**src/rtl/loopback_module.sv**
```systemverilog
// Registered digital loopback: data_in reappears on data_out LATENCY cycles later,
// with a valid flag and a saturating transfer counter. Define LOOPBACK_PARITY_EN for parity outputs.
module loopback_module #(
    parameter int DATA_WIDTH = 8,
    parameter int LATENCY    = 1,
    parameter int CNT_WIDTH  = 16
) (
    input  logic                  clk,
    input  logic                  reset,
    input  logic [DATA_WIDTH-1:0] data_in,
    output logic [DATA_WIDTH-1:0] data_out,
    output logic                  out_valid,
    output logic [CNT_WIDTH-1:0]  xfer_count
`ifdef LOOPBACK_PARITY_EN
    ,
    output logic                  parity_out,
    output logic                  parity_err
`endif
);

    generate
        if (LATENCY < 1 || LATENCY > 16) begin : g_bad_latency
            $error("loopback_module: LATENCY must be in 1..16");
        end
        if (DATA_WIDTH < 1 || DATA_WIDTH > 64) begin : g_bad_width
            $error("loopback_module: DATA_WIDTH must be in 1..64");
        end
    endgenerate

    logic [DATA_WIDTH-1:0] stage [LATENCY];
    logic [LATENCY-1:0]    valid_chain;

    // Bit 0 of valid_chain is the newest stage, so the top bit qualifies data_out.
    always_ff @(posedge clk or negedge reset) begin
        if (!reset) begin
            for (int k = 0; k < LATENCY; k++) begin
                stage[k] <= '0;
            end
            valid_chain <= '0;
        end else begin
            stage[0] <= data_in;
            for (int k = 1; k < LATENCY; k++) begin
                stage[k] <= stage[k-1];
            end
            valid_chain <= (valid_chain << 1) | LATENCY'(1);
        end
    end

    assign data_out  = stage[LATENCY-1];
    assign out_valid = valid_chain[LATENCY-1];

    always_ff @(posedge clk or negedge reset) begin
        if (!reset) begin
            xfer_count <= '0;
        end else if (out_valid && (xfer_count != '1)) begin
            xfer_count <= xfer_count + CNT_WIDTH'(1);
        end
    end

`ifdef LOOPBACK_PARITY_EN
    logic [LATENCY-1:0] parity_chain;
    logic               err_sticky;

    // Parity is taken at the input and travels beside the word, so a corrupted stage shows up as a mismatch.
    always_ff @(posedge clk or negedge reset) begin
        if (!reset) begin
            parity_chain <= '0;
            err_sticky   <= 1'b0;
        end else begin
            parity_chain <= (parity_chain << 1) | LATENCY'(^data_in);
            err_sticky   <= parity_err;
        end
    end

    assign parity_out = parity_chain[LATENCY-1];
    assign parity_err = err_sticky | (out_valid & ((^data_out) != parity_out));
`else
    // Without parity the pipeline carries only data and valid.
`endif

endmodule

```
**config.mk**
```make
export PLATFORM = sky130hd
export DESIGN_NAME = loopback_module
export DESIGN_NICKNAME = d
export VERILOG_FILES = /design/src/rtl/loopback_module.sv
export SDC_FILE = /design/constraint.sdc
export NUM_CORES = 1
export LEC_CHECK = 0
export BUFFER_PORTS_ARGS = -buffer_cell sky130_fd_sc_hd__buf_2
export CORE_UTILIZATION = 25
export CTS_CLUSTER_DIAMETER = 100
export DETAILED_ROUTE_END_ITERATION = 6
export HOLD_SLACK_MARGIN = 0.06
export SKIP_CTS_REPAIR_TIMING = 1
export SLEW_MARGIN = 20
export SYNTH_ARGS = -nofsm -noshare
export SYNTH_HDL_FRONTEND = slang
export SYNTH_SLANG_ARGS = --single-unit
```
**constraint.sdc**
```tcl
create_clock -name clk -period 3.5 [get_ports clk]
set_input_delay 0.175 -clock clk [delete_from_list [all_inputs] [get_ports clk]]
set_output_delay 0.175 -clock clk [all_outputs]
set_load 0.03 [all_outputs]
```
Word level (Yosys, flattened, before mapping)
Cells that the tools add are included.
{ "totals": {"reg_bits": 25, "inputBits": 10, "out_inout_bits": 25, "word_cells": 6} }
{ "classes": {"addsub": 1, "n_eq_ne": 1, "n_reduce_logical": 1} }
{ "ops": {"columns": ["op", "count"], "rows": [
  ["$add A16 B1 Y16 const B", 1],
  ["$ne A16 B16 Y1 const B", 1],
  ["$logic_and A1 B1 Y1", 1]
]} }

Longest topological paths before layout
Gate-level depths: netlist (run 1).
{ "logic_depth": {"depth_word": 2, "ltp_mapped": 5, "depth_no_buf": 5} }

Least setup slack after synthesis (run 1)
No wires, ideal clock.
{ "synth_path": {"path_kind": "reg2reg", "start": "register xfer_count[0]", "end": "register xfer_count[1]", "setup_time_ns": 0.128, "arrival_ns": 1.591, "required_time_ns": 3.372, "setup_slack_ns": 1.782, "path_stages_with_launch": 6, "n_path_buf": 0, "synth_period_minus_slack_ns": 1.718, "cell_sequence": "dfrtp_1 ha_1 and3_1 nand3_4 o21ai_2 mux2_1"} }
{ "synth_via": {"elab_chain_cells": 2, "elab_cells_between_ends": 3, "cone_classes": "add/sub (1); eq/ne (1); reduce/logical (1)"} }
{ "synth_lines": {"columns": ["item", "line_no", "text"], "rows": [
  ["start: declaration", "13", "output logic [CNT_WIDTH-1:0] xfer_count"],
  ["start signal: assignment", "56", "xfer_count <= xfer_count + CNT_WIDTH'(1);"],
  ["parallel branches: the longest is 2 deep, another holds $add A16 B1 Y16", null, null]
]} }
Parallel ways; which one is timed is not known.
A chain may end at the register's enable or synchronous reset.

Final worst setup path (run 1)
Same ends and word-level chain as after synthesis.

==> impl_metrics.py, run 1 <==
metrics = {
    "logic_synthesis": {
        "synth_mux_area_frac": 0.01071,
        "synthSimpleGateAreaFrac": 0.1833,
        "synth-xor-area-share": 0.1000,
        "synth_compound_area_frac": 0.07381,
        "synth.area.top_cells": "dfrtp_1 60%, xnor2_1 8.3%, nand3_1 3.3%",
        "synth_top_area_frac": 0.5952,
        "syn_area_per_cell_um2": 12.66,
        "yosysWarnings": 0,
        "synth_top_family_by_area": "simple AND/OR/NAND/NOR gates",
        "synth_common_cells": "25 x dfrtp_1, 10 x xnor2_1, 7 x nand3_1, 5 x nand2_1, 5 x nor2_1",
        "synth_adder_area_share": 0.01190,
        "synthArstFlopShare": 1.000,
        "synth_ff_type": "dfrtp_1",
        "synth_edf_count": 0,
        "yosys.cell_count.top_type": "dfrtp_1",
        "yosysTopAreaCell": "dfrtp_1",
        "synthCells": 83,
        "syn_area_mm2": 0.001051,
        "synth_nets": 94,
        "synthDistinctLibCells": 29,
        "synth-seq-area-share": 0.5952,
        "yosys_register_bits": 25,
    },
    "setup_path": {
        "rr_worst_depth": 5,
        "worstPathRequired_ps": 3650,
        "r2r-start": "xfer_count[0]$_DFFE_PN0P_",
        "crit_slowest_cell": "dfrtp_1",
        "path_buf_inv": 0,
        "critPathMaxStageDelay_ps": 410,
        "crit_path_end_kind": "flop",
        "critical_path.top_delay_family": "flip-flops",
        "crit_cells": 5,
        "crit_fanout": 9,
        "crit_arrival_ps": 1780,
        "crit_start": "xfer_count[0]$_DFFE_PN0P_",
        "cp-endpoint": "xfer_count[1]$_DFFE_PN0P_",
        "worstSetupPathType": "reg -> reg",
        "cp-start-kind": "flop",
        "r2r_setup_slack_ps": 1870,
        "worstPathCellList": "ha_1 -> and3_1 -> nand3_4 -> o21ai_2 -> mux2_1",
        "timing.rr.end": "xfer_count[1]$_DFFE_PN0P_",
    },
    "drt": {
        "drt_iter0_markers": 10,
        "routed_wirelength_mm": 2.091,
        "wl_per_cell_um": 11.75,
        "num_vias": 767,
        "drcViolationCount": 0,
        "first_pass_iters": 4,
        "ant_nets": 0,
        "via_per_inst": 4.309,
    },
    "floorplan": {
        "initial_utilization": 0.2609,
        "row_count": 23,
        "die_x_um": 66.84,
        "core-area_mm2": 0.004029,
        "io_pins": 35,
        "die_h_um": 66.84,
        "fp.dieArea_mm2": 0.004468,
    },
    "final_layout": {
        "diodes": 0,
        "nNetsFinal": 140,
        "drive_above_1_share": 0.3438,
        "final_cells": 178,
        "syn_to_final_growth_pct": 33.93,
    },
    "sta": {
        "tightest_slew_ps": 546.7,
        "rsz0062_at_grt": "false",
        "worst_slack_ps": 1868,
        "period_needed_ps": 1632,
        "setup_viol": 0,
        "fin_crit_sh": 0.4663,
        "slew_violations": 0,
        "maxSlewHeadroom": 0.6355,
        "fin_tns_setup_ps": 0,
        "hold_violations": 0,
        "fin_skew_ps": 6.401,
        "max_freq_mhz": 612.7,
    },
    "clock_tree": {
        "cts_buffer_depth": 2,
        "tritoncts": "yes",
        "htreeDepth": 1,
        "cts.clk_slew.worst_paths_ps": 90,
        "clkSinkCount": 25,
        "cts_made_buffers": 3,
        "clkLatencyLatePin_ps": 270,
        "cts_root_buf": "clkbuf_8",
    },
    "placement": {
        "dpl.hpwl_mm": 1.545,
        "post-place-cells": 165,
        "dpl_worst_slack_ps": 1876,
        "gp_congestion": 0.8197,
        "io_buffer_count": 34,
    },
    "power": {
        "leakagePower_nw": 0.6535,
        "vdd_ir_drop_max_mv": 0.3998,
        "power.density_mw_per_mm2": 575.9,
    },
    "status": {
        "status": "complete, no violations",
    },
    "global_routing": {
        "grt_start_max_net_pins": 26,
        "grt-ovfl-total": 0,
        "antenna_found_initial": 0,
        "grt_first_pass_wirelength_mm": 3.525,
        "grt_usage": 0.1048,
        "grt_pass1_vias": 797,
    },
    "min_path": {
        "hold_path_class": "in -> async",
    },
    "flow_run": {
        "drv_cap": 0,
    },
}
-- worst min-delay path by stage --
| stage | start | endpoint | slack, ps | cells after the start |
|---|---|---|---|---|
| finish | reset | data_out[5]$_DFF_PN0_ | 420 | 2 |
| global route | reset | data_out[5]$_DFF_PN0_ | 470 | 2 |
| CTS | reset | data_out[5]$_DFF_PN0_ | -110 | 1 |
| detailed placement | reset | data_out[5]$_DFF_PN0_ | 190 | 1 |
| global placement | reset | data_out[5]$_DFF_PN0_ | 190 | 1 |
| floorplan | reset | data_out[0]$_DFF_PN0_ | -120 | 0 |
-- worst reg2reg max path: stages, from the launching register on --
cell and delay, ps:
dfrtp_1 410, ha_1 230, and3_1 220, nand3_4 130, o21ai_2 190, mux2_1 340
-- cells in the final DEF (no fill, tap or decap) --
| master | netlist | routed |
|---|---|---|
| a211oi_2 | 1 | 1 |
| a21oi_1 | 1 | 1 |
| a311oi_1 | 1 | 1 |
| a31oi_1 | 1 | 1 |
| and3_1 | 1 | 1 |
| and4_1 | 2 | 2 |
| buf_2 | 0 | 34 |
| clkbuf_8 | 0 | 3 |
| clkinvlp_4 | 0 | 1 |
| conb_1 | 1 | 1 |
| dfrtp_1 | 25 | 25 |
| dlygate4sd3_1 | 0 | 9 |
| ha_1 | 1 | 1 |
| inv_1 | 2 | 2 |
| mux2_1 | 1 | 1 |
| nand2_1 | 5 | 5 |
| nand3_1 | 7 | 7 |
| nand3_4 | 1 | 1 |
| nand4_1 | 3 | 3 |
| nand4_4 | 1 | 1 |
| nand4b_1 | 1 | 1 |
| nor2_1 | 5 | 5 |
| nor3_1 | 1 | 1 |
| nor3_2 | 1 | 1 |
| nor4b_2 | 1 | 1 |
| o2111a_1 | 1 | 1 |
| o211ai_1 | 1 | 1 |
| o21a_1 | 1 | 1 |
| o21ai_1 | 2 | 2 |
| o21ai_2 | 1 | 1 |
| xnor2_1 | 10 | 10 |
| xor2_1 | 2 | 2 |
-- cell families (layout without fill, tap and decap cells) --
kind of cell	count (synthesis)	in the layout
buf+inv	4	49
compound gates	10	10
mux	1	1
other cells	1	1
xor+xnor	12	12
simple gates	29	29
fa+ha+maj	1	1
flops	25	25
-- through the flow --
stage	util	power, mW	hold slack, ps	instance area (um^2)
floorplan	-	0.5593	-120.6	1051
global placement	0.3149	0.6321	186.7	1269
detailed placement	0.3149	0.6399	190.0	1269
CTS	0.3270	0.8139	-107.1	1318
global route	0.3494	0.8637	471.7	1408
finish	0.3494	0.8106	418.0	1408
-- flip-flops by register name, summed over array words and instances (netlist names) --
name / flops
xfer_count: 16
data_out: 8
out_valid: 1
-- where the power goes --
part           internal, mW  leakage [nW]  total (mW)  switching, mW
Clock                0.0806        0.0217       0.171         0.0903
Sequential            0.334         0.316       0.395         0.0611
Combinational        0.0832         0.316       0.245          0.161
-- final cells by class --
cell class / instances / area, um^2
sequential: 25 / 625.6
fill: 423 / 2621
inverter: 2 / 7.507
clock inverter: 1 / 7.507
multi-input combinational: 54 / 402.9
timing repair buffer: 43 / 260.3
clock buffer: 3 / 41.29
tap: 50 / 62.56
-- layer usage --
layer,share of wire,vias up,global-route usage
li1,-,384,-
met1,0.42,364,0.1190
met2,0.52,15,0.1843
met3,0.044,4,0.02397
met4,0.013,0,0.04787
met5,0,-,0
No activity file was read; power rests on OpenSTA's default activity.
==> run 2, diff against run 1 <==
==> constraint.sdc (replaced) <==
create_clock -name clk -period 1.45 [get_ports clk]
set_input_delay 0.0725 -clock clk [delete_from_list [all_inputs] [get_ports clk]]
set_output_delay 0.0725 -clock clk [all_outputs]
set_load 0.03 [all_outputs]
==> run 2 against run 1 <==
First-iteration DRC count increased by 90%; worst hold slack got worse by 110 ps; setup slack got worse by 1800 ps; routed wire length increased by 18%; via count increased by 17%; clock power increased by 140%; count of clock-buffer cells in the layout increased by 1; maximum frequency increased by 17%; combinational power increased to 3.1 times the previous value; core utilization increased by 4.3 points; sequential cell count unchanged.
==> impl_metrics.py, run 2 (synthesized netlist as in run 1, its figures left out) <==
metrics = {
    "power": {
        "leakagePower_nw": 0.7294,
        "combPwrFrac": 0.356,
        "p_seq_frac": 0.449,
        "power.density_mw_per_mm2": 1347,
        "power_mw": 2.133,
        "clkPwrFrac": 0.195,
        "vdd_ir_drop_max_mv": 0.7318,
        "internal_power_mw": 1.335,
        "p_sw_uw": 797.7,
        "netSwitchingFraction": 0.3740,
    },
    "clock_tree": {
        "cts_buffer_depth": 2,
        "cts.clk_slew.worst_paths_ps": 80,
        "cts_made_buffers": 3,
        "tritoncts": "yes",
        "htreeDepth": 1,
        "cts_root_buf": "clkbuf_8",
        "clkSinkCount": 25,
        "clkLatencyLatePin_ps": 270,
    },
    "sta": {
        "worst_hold_slack_ps": 305.3,
        "fin_crit_sh": 0.9584,
        "rsz0062_at_grt": "true",
        "hold_violations": 0,
        "fin_skew_ps": 3.311,
        "max_freq_mhz": 719.6,
        "slew_violations": 0,
        "setup_viol": 0,
        "tightest_slew_ps": 536.6,
        "period_needed_ps": 1390,
        "maxSlewHeadroom": 0.6423,
    },
    "min_path": {
        "hold_path_class": "in -> async",
    },
    "placement": {
        "placed_area_mm2": 0.001415,
        "post-place-cells": 180,
        "dpl.hpwl_mm": 1.716,
        "io_buffer_count": 34,
        "gp_congestion": 0.6992,
    },
    "global_routing": {
        "grt_first_pass_wirelength_mm": 3.760,
        "grt_start_max_net_pins": 26,
        "antenna_found_initial": 0,
        "grt_pass1_vias": 834,
        "grt-ovfl-total": 0,
        "grt_usage": 0.1166,
    },
    "status": {
        "status": "complete, no violations",
    },
    "final_layout": {
        "syn_to_final_growth_pct": 50.60,
        "final_core_util": 0.3929,
        "stdcell_area_mm2": 0.001583,
        "drive_above_1_share": 0.5379,
        "final_common_cell": "buf_2",
        "largest_register": "xfer_count",
        "final_cells": 195,
        "layout_common_cells": "34 x buf_2, 16 x buf_4, 13 x dfrtp_2",
        "diodes": 0,
        "largest_reg_flops": 16,
        "nNetsFinal": 157,
    },
    "floorplan": {
        "row_count": 23,
        "initial_utilization": 0.2609,
        "die_x_um": 66.84,
        "core-area_mm2": 0.004029,
        "die_h_um": 66.84,
        "io_pins": 35,
        "fp.dieArea_mm2": 0.004468,
    },
    "drt": {
        "drt_iter0_markers": 19,
        "ant_nets": 0,
        "drcViolationCount": 0,
        "via_per_inst": 4.590,
        "wl_per_cell_um": 12.62,
        "first_pass_iters": 4,
        "routed_wirelength_mm": 2.460,
        "num_vias": 895,
    },
    "setup_path": {
        "crit_arrival_ps": 1550,
        "crit_path_end_kind": "flop",
        "rr_worst_depth": 5,
        "crit_fanout": 4,
        "worstSetupPathType": "reg -> reg",
        "cp-start-kind": "flop",
        "worstPathRequired_ps": 1610,
    },
    "flow_run": {
        "drv_cap": 0,
    },
}
-- run 2: cell types whose count changed in the layout (fill, tap and decap cells not counted), moves of 2 or more --
cell     delta
dfrtp_2    +13
and4_1      -2
and4_2      +2
dfrtp_1    -13
buf_4      +16
-- run 2: per-layer routing --
layer	global-route usage	vias up	part of all wire
met3	0.02226	5	0.066
met1	0.1387	432	0.44
met4	0.07181	0	0.024
met5	0	-	0
li1	-	418	-
met2	0.1919	40	0.47
-- run 2: critical path, cell delays in order, from the launching register on --
cell,delay (ps)
dfrtp_2,390
ha_4,150
and3_4,190
nand3_4,80
o21ai_4,160
mux2_4,310
-- run 2: path summary, 6_finish.rpt --
kind,start,slack (ps),endpoint
worst max-delay path,xfer_count[0]$_DFFE_PN0P_,60,xfer_count[1]$_DFFE_PN0P_
worst min-delay path,reset,310,data_out[0]$_DFF_PN0_
worst max register to register,xfer_count[0]$_DFFE_PN0P_,60,xfer_count[1]$_DFFE_PN0P_
worst min register to register,xfer_count[5]$_DFFE_PN0P_,540,xfer_count[5]$_DFFE_PN0P_
max in group asynchronous,reset,760,xfer_count[7]$_DFFE_PN0P_
min in group clk,data_in[5],440,data_out[5]$_DFF_PN0_
-- run 2: area by class of cell --
type | count | area (um^2)
well taps | 50 | 62.56
fillers | 411 | 2446
inverters | 2 | 7.507
multi-input cells | 54 | 434.2
clock buffers | 4 | 45.04
repair buffers | 60 | 391.6
flip-flops and latches | 25 | 641.9
-- run 2: metrics by stage --
step	setup TNS [ps]	setup slack (ps)
floorplan	-111.2	-111.2
global placement	0	36.01
detailed placement	0	2.369
CTS	-12.27	-12.27
global route	-28.59	-18.62
finish	0	60.31
-- run 2: power groups by stage --
stage	Combinational [mW]	Sequential [mW]	Clock, mW
floorplan	0.203	1.20	0
global placement	0.661	0.967	0
detailed placement	0.672	0.975	0
CTS	0.673	0.962	0.429
global route	0.817	0.973	0.454
finish	0.758	0.957	0.417
